## src/rtl/core_pkg.sv

```systemverilog
// rtl/core_pkg.sv - shared opcodes, funct3 codes, memory-stage state type and helpers
package core_pkg;

  localparam logic [6:0] OPC_LOAD  = 7'b0000011;
  localparam logic [6:0] OPC_STORE = 7'b0100011;

  localparam logic [2:0] F3_B  = 3'b000;
  localparam logic [2:0] F3_H  = 3'b001;
  localparam logic [2:0] F3_W  = 3'b010;
  localparam logic [2:0] F3_D  = 3'b011;
  localparam logic [2:0] F3_BU = 3'b100;
  localparam logic [2:0] F3_HU = 3'b101;
  localparam logic [2:0] F3_WU = 3'b110;

  localparam logic [63:0] RESET_PC = 64'h80000000;

  typedef enum logic [1:0] {
    IDLE = 2'd0,
    BUS  = 2'd1,
    DONE = 2'd2
  } mem_state_t;

  // funct3[1:0] encodes access size for both loads and stores
  function automatic logic is_aligned(input logic [2:0] f3, input logic [2:0] addr);
    logic ok;
    case (f3[1:0])
      2'b00:   ok = 1'b1;
      2'b01:   ok = ~addr[0];
      2'b10:   ok = (addr[1:0] == 2'b00);
      default: ok = (addr == 3'b000);
    endcase
    return ok;
  endfunction

  // byte enables for a store of the given size at the given byte lane
  function automatic logic [7:0] store_mask(input logic [2:0] f3, input logic [2:0] addr);
    logic [7:0] base;
    case (f3[1:0])
      2'b00:   base = 8'h01;
      2'b01:   base = 8'h03;
      2'b10:   base = 8'h0F;
      default: base = 8'hFF;
    endcase
    return base << addr;
  endfunction

endpackage

```

## src/rtl/mem_load_align.sv

```systemverilog
// rtl/mem_load_align.sv - shift bus read data to byte lane 0 and sign/zero-extend
module mem_load_align
  import core_pkg::*;
(
  input  logic [63:0] rdata,
  input  logic [2:0]  addr,
  input  logic [2:0]  funct3,
  output logic [63:0] data
);

  logic [63:0] x;

  assign x = rdata >> {addr, 3'b000};

  // select extension by load type; LD and unknown codes pass the shifted word
  always_comb begin
    data = x;
    case (funct3)
      F3_B:    data = {{56{x[7]}},  x[7:0]};
      F3_H:    data = {{48{x[15]}}, x[15:0]};
      F3_W:    data = {{32{x[31]}}, x[31:0]};
      F3_BU:   data = {56'd0, x[7:0]};
      F3_HU:   data = {48'd0, x[15:0]};
      F3_WU:   data = {32'd0, x[31:0]};
      default: data = x;
    endcase
  end

endmodule

```

## src/rtl/mem_access_unit.sv

```systemverilog
// rtl/mem_access_unit.sv - RV64 memory stage: classify, run dmem req/ack, format load data
module mem_access_unit
  import core_pkg::*;
#(
  parameter logic [63:0] RESET_PC = core_pkg::RESET_PC,
  parameter int          XLEN     = 64
) (
  input  logic            clk,
  input  logic            rst,
  input  logic            ex_valid,
  output logic            mem_allowin,
  input  logic [XLEN-1:0] ex_pc,
  input  logic [31:0]     ex_inst,
  input  logic [XLEN-1:0] ex_alu_result,
  input  logic [XLEN-1:0] ex_store_data,
  input  logic [1:0]      ex_sel_rfres,
  output logic            mem_valid,
  input  logic            wb_allowin,
  output logic [XLEN-1:0] mem_pc,
  output logic [31:0]     mem_inst,
  output logic [XLEN-1:0] mem_alu_result,
  output logic [1:0]      mem_sel_rfres,
  output logic [XLEN-1:0] mem_rdata,
  output logic            mem_misalign,
  output logic            dmem_req,
  output logic            dmem_wen,
  output logic [XLEN-1:0] dmem_addr,
  output logic [XLEN-1:0] dmem_wdata,
  output logic [7:0]      dmem_wmask,
  input  logic            dmem_ack,
  input  logic [XLEN-1:0] dmem_rdata
);

  mem_state_t state, state_nxt;

  logic        accept;
  logic        ex_is_load;
  logic        ex_is_store;
  logic        ex_aligned;
  logic        ex_go_bus;
  logic [63:0] load_fmt;

  assign ex_is_load  = (ex_inst[6:0] == OPC_LOAD);
  assign ex_is_store = (ex_inst[6:0] == OPC_STORE);
  assign ex_aligned  = is_aligned(ex_inst[14:12], ex_alu_result[2:0]);
  assign ex_go_bus   = (ex_is_load | ex_is_store) & ex_aligned;

  assign mem_allowin = (state == IDLE) | ((state == DONE) & wb_allowin);
  assign accept      = ex_valid & mem_allowin;
  assign mem_valid   = (state == DONE);
  assign dmem_req    = (state == BUS);

  // formatting uses the latched instruction and address, not the EX inputs
  mem_load_align u_load_align (
    .rdata  (dmem_rdata),
    .addr   (mem_alu_result[2:0]),
    .funct3 (mem_inst[14:12]),
    .data   (load_fmt)
  );

  // state register
  always_ff @(posedge clk) begin
    if (rst) state <= IDLE;
    else     state <= state_nxt;
  end

  // next state: a handoff in DONE may overlap with the next accept
  always_comb begin
    state_nxt = state;
    case (state)
      IDLE: if (accept) state_nxt = ex_go_bus ? BUS : DONE;
      BUS:  if (dmem_ack) state_nxt = DONE;
      DONE: if (wb_allowin) state_nxt = accept ? (ex_go_bus ? BUS : DONE) : IDLE;
      default: state_nxt = IDLE;
    endcase
  end

  // payload and bus-field registers; held unchanged except on accept or ack
  always_ff @(posedge clk) begin
    if (rst) begin
      mem_pc         <= RESET_PC;
      mem_inst       <= '0;
      mem_alu_result <= '0;
      mem_sel_rfres  <= '0;
      mem_rdata      <= '0;
      mem_misalign   <= 1'b0;
      dmem_wen       <= 1'b0;
      dmem_addr      <= '0;
      dmem_wdata     <= '0;
      dmem_wmask     <= '0;
    end else if (accept) begin
      mem_pc         <= ex_pc;
      mem_inst       <= ex_inst;
      mem_alu_result <= ex_alu_result;
      mem_sel_rfres  <= ex_sel_rfres;
      mem_rdata      <= '0;
      mem_misalign   <= (ex_is_load | ex_is_store) & ~ex_aligned;
      dmem_wen       <= ex_is_store;
      dmem_addr      <= {ex_alu_result[63:3], 3'b000};
      dmem_wdata     <= ex_store_data << {ex_alu_result[2:0], 3'b000};
      dmem_wmask     <= store_mask(ex_inst[14:12], ex_alu_result[2:0]);
    end else if ((state == BUS) && dmem_ack) begin
      if (mem_inst[6:0] == OPC_LOAD) mem_rdata <= load_fmt;
    end
  end

endmodule

```

## config.mk

```make
export PLATFORM = sky130hd
export DESIGN_NAME = mem_access_unit
export DESIGN_NICKNAME = d
export VERILOG_FILES = /design/src/rtl/core_pkg.sv /design/src/rtl/mem_load_align.sv /design/src/rtl/mem_access_unit.sv
export SDC_FILE = /design/constraint.sdc
export NUM_CORES = 1
export LEC_CHECK = 0
export ABC_AREA = 1
export CORE_AREA = 2 2 256 258
export DETAILED_ROUTE_END_ITERATION = 7
export DIE_AREA = 0 0 258 260
export GPL_TIMING_DRIVEN = 0
export HOLD_SLACK_MARGIN = 0.15
export PLACE_DENSITY = 0.57
export SLEW_MARGIN = 20
export SYNTH_ARGS = -nofsm -noshare
export SYNTH_HDL_FRONTEND = slang
export SYNTH_HIERARCHICAL = 1
export SYNTH_SLANG_ARGS = --single-unit
```

## constraint.sdc

```tcl
create_clock -name clk -period 1.8 [get_ports clk]
set_clock_uncertainty 0.15 [all_clocks]
set_input_delay 0.36 -clock clk [delete_from_list [all_inputs] [get_ports clk]]
set_output_delay 0.36 -clock clk [all_outputs]
set_load 0.1 [all_outputs]
```

==> results.sh, run 1 <==
export IMPL_die_w_um=258
export IMPL_slew_violations=0
export IMPL_synth_distinct_cells=40
export IMPL_whs_path_depth=3
export IMPL_yosysSeqAreaShare=0.426
export IMPL_synth_area_mm2=0.0142
export IMPL_setup_viol=52
export IMPL_initialDrtViolationCount=1313
export IMPL_synth_top_area_cell="dfxtp_1"
export IMPL_max_cap_viol_count=0
export IMPL_critPathLaunchType="flop"
export IMPL_yosys_top_cells_count="nand2_1, dfxtp_1, o21ai_0"
export IMPL_final_layout_size_suffix_gt1_frac=0.360
export IMPL_grt_ovfl_total=0
export IMPL_top_layer="met5"
export IMPL_switching_share=0.387
export IMPL_clock_latency_ps=570
export IMPL_critPathBufInv=4
export IMPL_period_needed_ps=1950
export IMPL_h_tree_depth=2
export IMPL_final_cell_area_mm2=0.0249
export IMPL_grt_pass1_wl_um=119000
export IMPL_crit_required_ps=2110
export IMPL_power_density_mw_per_mm2=947
export IMPL_max_freq_mhz=513
export IMPL_nNetsFinal=2930
export IMPL_synth_edff_count=0
export IMPL_max_clock_path_buffers=3
export IMPL_timing_final_crit_share=1.08
export IMPL_wirelength_um=86300
export IMPL_syn_avg_cell_area_um2=7.61
export IMPL_worst_r2r_path_depth=12
export IMPL_crit_fanout=5
export IMPL_crit_chain="buf_12, buf_16, nand2_2, nand3_2, nand3_2, nand2_4, nand2_4, buf_6, buf_6, nand4_1, o21ai_1, nor2_1"
export IMPL_dr_wl_met3_um=6870
export IMPL_pin_count=662
export IMPL_finalHoldViolCount=0
export IMPL_io_buffers=655
export IMPL_yosysWarnings=6
export IMPL_yosysTopAreaCellShare=0.426
export IMPL_path_depth=12
export IMPL_place_hpwl_um=68600
export IMPL_wl_met1_um=36700
export IMPL_crit_family="simple AND/OR/NAND/NOR gates"
export IMPL_ys_async_sr_fraction=0
export IMPL_min_path_type="in2reg"
export IMPL_track_usage=0.242
export IMPL_power_switching_mw=9.12
export IMPL_antenna_left=0
export IMPL_tightest_slew_ps=756
export IMPL_clkSinkCount=302
export IMPL_place_area_mm2=0.0220
export IMPL_via_per_inst=4.80
export IMPL_timing_worst_setup_path_type="reg2reg"
export IMPL_rsz0062_at_grt="true"
export IMPL_worst_slack_ps=-148
export IMPL_wl_per_cell_um=24.5
export IMPL_p_seq_frac=0.312
export IMPL_power_internal_mw=14.5
export IMPL_synthTopCellsByArea="dfxtp_1, nand2_1, a22o_1"
export IMPL_cts_buffers=39
export IMPL_placed_cells=3375
export IMPL_clkPwrFrac=0.348
export IMPL_drc=0
export IMPL_cts_reportedPaths_clkPinSlew_ps=60
export IMPL_synth_seq_cells=302
export IMPL_dr_wl_met2_um=40000
export IMPL_crit_path_max_incr_delay_ps=380
export IMPL_crit_slowest_cell="dfxtp_4"
export IMPL_initial_utilization=0.221
export IMPL_syn_inst=1863
export IMPL_status="finished, violations left"
export IMPL_fp_dieArea_mm2=0.0671
export IMPL_vias=16900
export IMPL_syn2layout_area_growth_pct=75.6
export IMPL_p_leak_nw=11.0
export IMPL_synthFlopType="dfxtp_1"
export IMPL_coreArea_mm2=0.0641
export IMPL_fin_cells=3522
export IMPL_rows=93
export IMPL_synth_most_common_cell="nand2_1"
export IMPL_worstPathArrival_ps=2260
export IMPL_violations="setup timing"
export IMPL_cts_root_buf="clkbuf_16"
export IMPL_antenna_found_initial=7
export IMPL_grt_max_degree=20
export IMPL_critPathCaptureType="flop"
export IMPL_maxSlewHeadroom=0.496
export IMPL_grt_pass1_vias=16400
export IMPL_cts_tree="built"
export IMPL_die_h_um=260
export IMPL_peakVddDrop_v=0.000718
export IMPL_power_share_combinational=0.339
export IMPL_finalWeightedCongestion=0.943
export IMPL_first_pass_iters=5
-- worst reg2reg max path, cell delays in order (launching register included) --
cell	delay, ps
dfxtp_4	380
buf_12	140
buf_16	130
nand2_2	60
nand3_2	70
nand3_2	80
nand2_4	70
nand2_4	110
buf_6	150
buf_6	100
nand4_1	140
o21ai_1	220
nor2_1	60
-- what timing repair did --
item / 4_1_cts / 5_1_grt
gates cloned: 8 / 2
resized for setup: 2559 / 187
setup buffers: 42 / 25
pin swaps: 84 / 60
hold endpoints to repair: 3 / 0
hold buffers: 1 / 0
endpoints found under the setup margin: 646 / 292
-- per-layer routing --
metal / up-vias / track usage
met5: - / 0
met4: 4 / 0.0665
met3: 135 / 0.0576
met2: 795 / 0.397
met1: 8138 / 0.316
li1: 7829 / -
-- metrics by stage --
| step | power (mW) | utilization | worst slack (ps) | setup TNS, ps | hold WS, ps |
|---|---|---|---|---|---|
| 4_1_cts | 23.4 | 0.375 | -225 | -2810 | 204 |
| 2_1_floorplan | 12.2 | - | -51.3 | -1210 | 322 |
| 6_report | 23.6 | 0.388 | -148 | -2610 | 219 |
| 3_3_place_gp | 14.7 | 0.343 | -1070 | -314190 | 290 |
| 5_1_grt | 24.3 | 0.388 | -189 | -6830 | 228 |
| 3_5_place_dp | 14.7 | 0.343 | -1130 | -324970 | 298 |
-- path summary, 6_finish.rpt --
check	startpoint	to	slack, ps
worst max-delay path	mem_alu_result[0]$_SDFFE_PP0N_	mem_rdata[37]$_SDFFE_PP0P_	-150
worst min-delay path	ex_alu_result[2]	dmem_wdata[34]$_SDFFE_PP0N_	220
worst max register to register	mem_alu_result[0]$_SDFFE_PP0N_	mem_rdata[37]$_SDFFE_PP0P_	-150
worst min register to register	dmem_wmask[0]$_SDFFE_PP0N_	dmem_wmask[0]$_SDFFE_PP0N_	300
-- power groups by stage --
stage	Clock (mW)	Sequential (mW)	Combinational (mW)
CTS	8.39	7.35	7.70
floorplan	0	9.73	2.44
detailed placement	0	7.47	7.21
finish	8.22	7.37	8.00
global route	8.62	7.39	8.30
global placement	0	7.47	7.21
-- placed cells by master, fill, tap and decap left out, drive strengths merged --
cell / instances
and2: 2
buf: 603
nand4: 34
diode: 4
o21ai: 222
clkdlybuf4s50: 290
conb: 3
or2: 20
nor4: 1
dfxtp: 302
mux2i: 5
o211ai: 28
dlymetal6s2s: 1
bufinv: 3
a32o: 6
inv: 86
o22ai: 4
nand3: 105
nor2: 183
dlygate4sd3: 1
a22o: 150
o221ai: 2
a31oi: 14
clkbuf: 98
a22oi: 8
nor3: 2
nand2: 445
o21bai: 2
a21oi: 32
clkinv: 9
o22a: 1
clkinvlp: 1
-- kinds of logic after synthesis --
family	count (synthesis)	synth area share
DFF	302	0.426
AOI/OAI and AO/OA	469	0.216
other	1	0.000264
muxes	5	0.00353
buffers and inverters	294	0.114
and+or+nand+nor	792	0.240
-- cell type report --
cell class / instances / area [um^2]
diodes: 4 / 10.0
well taps: 855 / 1070
clock buffers: 54 / 1140
inverters: 84 / 357
multi-input cells: 1269 / 7250
clock inverters: 15 / 180
plain buffers: 207 / 1670
repair buffers: 732 / 7040
flip-flops and latches: 302 / 6180
fillers: 6621 / 39200
-- flip-flops by register name, indices dropped and copies added (netlist names) --
register        flops
dmem_wdata         64
mem_alu_result     64
mem_pc             64
mem_rdata          64
mem_inst           32
dmem_wmask          8
mem_sel_rfres       2
state               2
dmem_wen            1
mem_misalign        1
(Power assumes the default switching activity.)
==> run 2: changes to the inputs <==
Settings changed: ABC_CLOCK_PERIOD_IN_PS set to 1800.
==> results of run 2 <==
Same layout as run 1: the final DEF is identical, and so are final timing and power.
